$ cat src/rtl/trng_health_ctrl.sv
// Sequencer between the entropy sampler and health_test: startup/recovery qualification,
// one-entry valid/ready output buffer, failure latch. Define TRNG_CTRL_STATS_EN to build alarm/drop counters.
module trng_health_ctrl #(
  parameter int NBITS           = 32,
  parameter int STARTUP_SAMPLES = 1024,
  parameter int RECOVER_SAMPLES = 64,
  parameter int CNT_W           = 16
) (
  input  logic             clk,
  input  logic             rst_n,
  input  logic             start,
  input  logic             stop,
  input  logic             clear_fail,
  input  logic [NBITS-1:0] samples,
  input  logic             sample_valid,
  output logic [NBITS-1:0] ht_samples,
  output logic             ht_enable,
  input  logic             ht_error,
  input  logic             ht_total_failure,
  output logic [NBITS-1:0] out_data,
  output logic             out_valid,
  input  logic             out_ready,
  output logic [2:0]       state,
  output logic             fail,
  output logic [CNT_W-1:0] alarm_cnt,
  output logic [CNT_W-1:0] drop_cnt
);

  typedef enum logic [2:0] {
    ST_IDLE    = 3'd0,
    ST_STARTUP = 3'd1,
    ST_RUN     = 3'd2,
    ST_RECOVER = 3'd3,
    ST_FAILED  = 3'd4
  } state_e;

  localparam int QMAX = (STARTUP_SAMPLES > RECOVER_SAMPLES) ? STARTUP_SAMPLES : RECOVER_SAMPLES;
  localparam int QW   = (QMAX > 1) ? $clog2(QMAX) : 1;
  localparam logic [QW-1:0] START_LAST = QW'(STARTUP_SAMPLES - 1);
  localparam logic [QW-1:0] REC_LAST   = QW'(RECOVER_SAMPLES - 1);

  state_e           state_q;
  logic [QW-1:0]    qual_q;
  logic             out_valid_q;
  logic [NBITS-1:0] out_data_q;

  logic active, clean, bad, abort, xfer, can_load;

  assign active   = (state_q == ST_STARTUP) || (state_q == ST_RUN) || (state_q == ST_RECOVER);
  assign clean    = sample_valid && !ht_error;
  assign bad      = sample_valid && ht_error;
  assign abort    = active && (ht_total_failure || stop);
  assign xfer     = out_valid_q && out_ready;
  assign can_load = !out_valid_q || out_ready;

  // health_test has no reset of its own, so it only ever sees samples while we are qualifying or running
  assign ht_samples = samples;
  assign ht_enable  = sample_valid && active;

  assign state     = state_q;
  assign fail      = (state_q == ST_FAILED);
  assign out_valid = out_valid_q;
  assign out_data  = out_data_q;

  always_ff @(posedge clk or negedge rst_n) begin
    if (!rst_n) begin
      state_q     <= ST_IDLE;
      qual_q      <= '0;
      out_valid_q <= 1'b0;
      out_data_q  <= '0;
    end else if (abort) begin
      state_q     <= ht_total_failure ? ST_FAILED : ST_IDLE;
      qual_q      <= '0;
      out_valid_q <= 1'b0;
    end else begin
      if (xfer) out_valid_q <= 1'b0;
      unique case (state_q)
        ST_IDLE: begin
          if (start) begin
            state_q <= ST_STARTUP;
            qual_q  <= '0;
          end
        end
        ST_STARTUP, ST_RECOVER: begin
          if (clean) begin
            if (qual_q == ((state_q == ST_STARTUP) ? START_LAST : REC_LAST)) begin
              state_q <= ST_RUN;
              qual_q  <= '0;
            end else begin
              qual_q <= qual_q + 1'b1;
            end
          end else if (bad) begin
            qual_q <= '0;
          end
        end
        ST_RUN: begin
          if (clean && can_load) begin
            out_data_q  <= samples;
            out_valid_q <= 1'b1;
          end else if (bad) begin
            state_q <= ST_RECOVER;
            qual_q  <= '0;
          end
        end
        ST_FAILED: begin
          out_valid_q <= 1'b0;
          if (clear_fail) state_q <= ST_IDLE;
        end
        default: state_q <= ST_IDLE;
      endcase
    end
  end

`ifdef TRNG_CTRL_STATS_EN
  logic [CNT_W-1:0] alarm_q, alarm_d;
  logic [CNT_W-1:0] drop_q, drop_d;
  logic             alarm_evt, drop_evt;

  assign alarm_evt = !abort && (state_q == ST_RUN) && bad;
  assign drop_evt  = !abort && (state_q == ST_RUN) && clean && !can_load;

  // Both counters stick at all-ones rather than wrapping
  always_comb begin
    alarm_d = alarm_q;
    drop_d  = drop_q;
    if (alarm_evt && (alarm_q != '1)) alarm_d = alarm_q + 1'b1;
    if (drop_evt && (drop_q != '1))   drop_d  = drop_q + 1'b1;
  end

  always_ff @(posedge clk or negedge rst_n) begin
    if (!rst_n) begin
      alarm_q <= '0;
      drop_q  <= '0;
    end else begin
      alarm_q <= alarm_d;
      drop_q  <= drop_d;
    end
  end

  assign alarm_cnt = alarm_q;
  assign drop_cnt  = drop_q;
`else
  assign alarm_cnt = '0;
  assign drop_cnt  = '0;
`endif

endmodule

$ cat config.mk
export PLATFORM = sky130hd
export DESIGN_NAME = trng_health_ctrl
export DESIGN_NICKNAME = d
export VERILOG_FILES = /design/src/rtl/trng_health_ctrl.sv
export SDC_FILE = /design/constraint.sdc
export NUM_CORES = 1
export LEC_CHECK = 0
export ABC_AREA = 1
export BUFFER_PORTS_ARGS = -buffer_cell sky130_fd_sc_hd__buf_2
export CORE_ASPECT_RATIO = 1.5
export CORE_MARGIN = 10
export CORE_UTILIZATION = 30
export DETAILED_ROUTE_END_ITERATION = 10
export PLACE_DENSITY_LB_ADDON = 0.12
export SKIP_CTS_REPAIR_TIMING = 1
export SLEW_MARGIN = 10
export SYNTH_ARGS = -nofsm -noshare
export SYNTH_HDL_FRONTEND = slang
export SYNTH_SLANG_ARGS = --single-unit
$ cat constraint.sdc
create_clock -name clk -period 2.9 [get_ports clk]
set_input_delay 0.145 -clock clk [delete_from_list [all_inputs] [get_ports clk]]
set_output_delay 0.145 -clock clk [all_outputs]
set_load 0.01 [all_outputs]
==> impl_summary.log <==
[metrics] via count of the routed design: between 2000 and 2500
[metrics] residual antenna-violating net count after detailed routing: 0
[metrics] worst setup slack after placement: roughly 1.1 ns
[metrics] wirelength, routed: 7.42 mm
[metrics] final setup violating endpoints: 0
[metrics] first-pass GRT wire length: 11.9 mm
[metrics] achievable clock frequency: 0.557 GHz
[metrics] main flop type after synthesis: dfrtp_1
[metrics] number of global-route vias before repair: roughly 2200
[metrics] DRC violations left: 0
[metrics] Clk Latency, worst-skew pair: 0.29 ns
[metrics] synthesis-to-finish area growth: 14.9%
[metrics] total clock sinks: 46
[metrics] total core area: 9250 um^2
[metrics] kind of capture point of the worst setup path: flop
[metrics] synthesized area per cell: 9.10 um^2
[metrics] count of warnings emitted by yosys: 0
[metrics] Power Total: 0.00273 W
[metrics] H-tree Lvls: 2
[metrics] total half-perimeter wirelength after legalization and detailed placement: 6.09 mm
[metrics] Initial DRC Count: 73
[metrics] number of slew-limit violations in the final report: 0
[metrics] internal power of the cells: between 0.0015 and 0.002 W
[metrics] post-synthesis sequential area ratio: 0.403
[metrics] worst-case setup margin in the final layout: 1.10 ns
[metrics] headroom to the max-slew limit: 0.314
[metrics] maximum number of pins on one net before global-route repair: 47
[metrics] instance count after placement with tap cells included: 497
[metrics] I/O Buffers: 110
[metrics] die outline height: 140 um
[metrics] switching fraction of total power: 0.400
[metrics] proportion of register bits with asynchronous set or reset after synthesis: 1.00
[metrics] Min Hold Slack: 0.0373 ns
[metrics] final weighted congestion in routability-driven placement: slightly above 0.8
[metrics] Inserted Diodes: 0
[metrics] highest cell delay on the worst timing path: ~0.53 ns
[metrics] summed negative setup slack over all endpoints: 0 ns
[metrics] most frequent cells after synthesis: buf_4 (64), nand2_1 (56), dfrtp_1 (46), mux2_2 (32), inv_1 (23)
[metrics] root buffer cell: clkbuf_16
[metrics] GRT Residual Overflow: 0
[metrics] reg-to-reg setup timing slack: 1.10 ns
[metrics] number of maximum-capacitance violations: 0
[metrics] cells after synthesis: 314
[metrics] share of power burned in the clock network: 0.212
[metrics] clock-pin slew on the worst setup and hold paths: 0.07 ns
[metrics] clk buf depth: 2
[metrics] proportion of layout cells with a drive suffix above 1: 0.425
[metrics] width of the chip: 99.7 um
[metrics] fraction of post-synthesis cell area in the top cell type by area: 0.403
[metrics] CTS Buf Count: 5
[metrics] FF-to-FF Start: state[2]
[metrics] count of different cell masters after synthesis: 35
[metrics] crit path cell chain: inv_2 > nand2_2 > inv_2 > nor2_4 > nor2_2 > o31ai_1 > nand2_1 > nand2_1
[metrics] setup skew after layout: between 0.005 and 0.006 ns
[metrics] sequential fraction of design power: 0.369
[metrics] classification of the worst-slack hold path: in -> async
[metrics] startpoint type of the worst setup path: flop
[metrics] first-pass iteration count of the detailed router: 4
[metrics] IR Drop Worst-Case VDD: 0.397 mV
[metrics] Worst Reg-to-Reg Cells: 8
[metrics] share of the clock period used by the worst path: 0.619
[metrics] Critical Path Fanout Max: 5
[metrics] Hold Vio Cnt, Final: 0
[metrics] unrepaired setup endpoints after global routing: no
[metrics] capture point of the worst reg-to-reg path: qual_q[0]
[metrics] switching component of the power: 0.00109 W
[metrics] number of rows created at floorplan: 43
[metrics] mean number of vias per cell: 4.36
[metrics] required time at the endpoint of the critical path: approximately 3.1 ns
[metrics] synthesized area: 2860 um^2
[metrics] critical path start-end classification: reg -> reg
[metrics] Leak Pwr: approximately 1.9 nW
[metrics] antenna violations before repair: 0
[metrics] status: finished clean
[metrics] nets: between 400 and 500
[metrics] All-Layer GR Usage: 0.104
[metrics] fin crit period: 1.80 ns
[metrics] ratio of total power to cell area: 832 nW/um^2
[metrics] TritonCTS clock tree: built
[metrics] cell with the most instances after synthesis: buf_4
[metrics] die area: about 14000 um^2
[metrics] cell with the biggest individual delay on the critical path: o31ai_1
[metrics] WL per Instance: about 15 um
[metrics] data arrival time of the critical path: 2.02 ns
[metrics] Comb pwr share: 0.419
[metrics] biggest area consumer among synthesized cells: dfrtp_1
[metrics] number of cells in the finished layout apart from fillers: 505
[metrics] number of top-level design ports: 143
[metrics] initial core utilization: 0.309
[metrics] number of enable-type register cells in the synthesized netlist: 0
[metrics] transition time at the pin with the least slew margin: 1.03 ns
[metrics] total of flip-flops plus latches after synthesis: 46
[metrics] largest cells by area after synthesis: dfrtp_1 (40%), buf_4 (17%), mux2_2 (13%)
-- per-layer routing --
layer  vias to the layer above  global-route usage  part of all wire
met5                         -                   0                 0
met4                         0              0.0371             0.017
met3                         9              0.0416              0.11
met2                       116               0.173              0.49
met1                      1006               0.115              0.39
li1                       1072                   -                 -
-- area by class of cell --
cell class | count | area [um^2]
fill | 990 | 5970
multi-input combinational | 202 | 1190
sequential | 46 | 1150
timing repair buffer | 110 | 551
tap | 112 | 140
clock buffer | 5 | 125
inverter | 27 | 101
clock inverter | 3 | 23.8
-- power groups by stage --
| stage | combinational [W] | clock, W | sequential [W] |
|---|---|---|---|
| after floorplan | 0.000687 | 0 | 0.00110 |
| after global placement | 0.00118 | 0 | 0.00102 |
| after detailed placement | 0.00117 | 0 | 0.00102 |
| after CTS | 0.00117 | 0.000602 | 0.00101 |
| after global routing | 0.00127 | 0.000634 | 0.00105 |
| final | 0.00115 | 0.000578 | 0.00101 |
-- cell usage in the layout, fill, tap and decap left out, types with 2 or more instances in the layout --
| master | netlist | routed |
|---|---|---|
| inv_2 | 4 | 4 |
| nand3_1 | 21 | 21 |
| nand3b_1 | 2 | 2 |
| inv_1 | 23 | 23 |
| dfrtp_1 | 46 | 46 |
| clkbuf_16 | 0 | 5 |
| clkinvlp_4 | 0 | 2 |
| mux2_2 | 32 | 32 |
| nor3_1 | 6 | 6 |
| nand2_1 | 56 | 56 |
| o22ai_1 | 2 | 2 |
| nor2_4 | 4 | 4 |
| nor2_2 | 2 | 2 |
| buf_2 | 2 | 110 |
| conb_1 | 1 | 32 |
| nand2_2 | 2 | 2 |
| nor2_1 | 14 | 14 |
| a21oi_1 | 7 | 7 |
| o21ai_0 | 7 | 7 |
-- state kept, by name, indices dropped and copies added (netlist names) --
name and flops:
out_data 32, out_valid 1, qual_q 10, state 3
-- worst max path at each step --
stage,to,slack (ns),cells past startpoint,start
finish,qual_q[0],1.10,8,state[2]
global route,qual_q[1],0.98,10,state[0]
CTS,qual_q[3],1.10,10,state[2]
detailed placement,qual_q[3],1.11,10,state[2]
global placement,qual_q[3],1.10,10,state[2]
floorplan,state[0],1.42,10,qual_q[0]
-- critical path, delay by kind of cell, from the launching register on --
family | cells | cell delay [ns]
buffers and inverters | 2 | 0.19
and+or+nand+nor | 5 | 0.54
DFF | 1 | 0.47
AOI/OAI and AO/OA | 1 | 0.53
-- cells by family after synthesis --
| kind of cell | synth area share |
|---|---|
| and+or+nand+nor | 0.196 |
| buffers and inverters | 0.221 |
| DFF | 0.403 |
| muxes | 0.126 |
| AOI/OAI and AO/OA | 0.0421 |
| xor gates and xnor gates | 0.00613 |
| adders and majority gates | 0.00438 |
| other | 0.00131 |
-- per-stage QoR --
stage / area, um^2 / utilization
2_1_floorplan: 2970 / -
3_5_place_dp: 3130 / 0.339
4_1_cts: 3280 / 0.355
5_1_grt: 3280 / 0.355
3_3_place_gp: 3130 / 0.339
6_report: 3280 / 0.355
No activity file was read; power rests on OpenSTA's default activity.
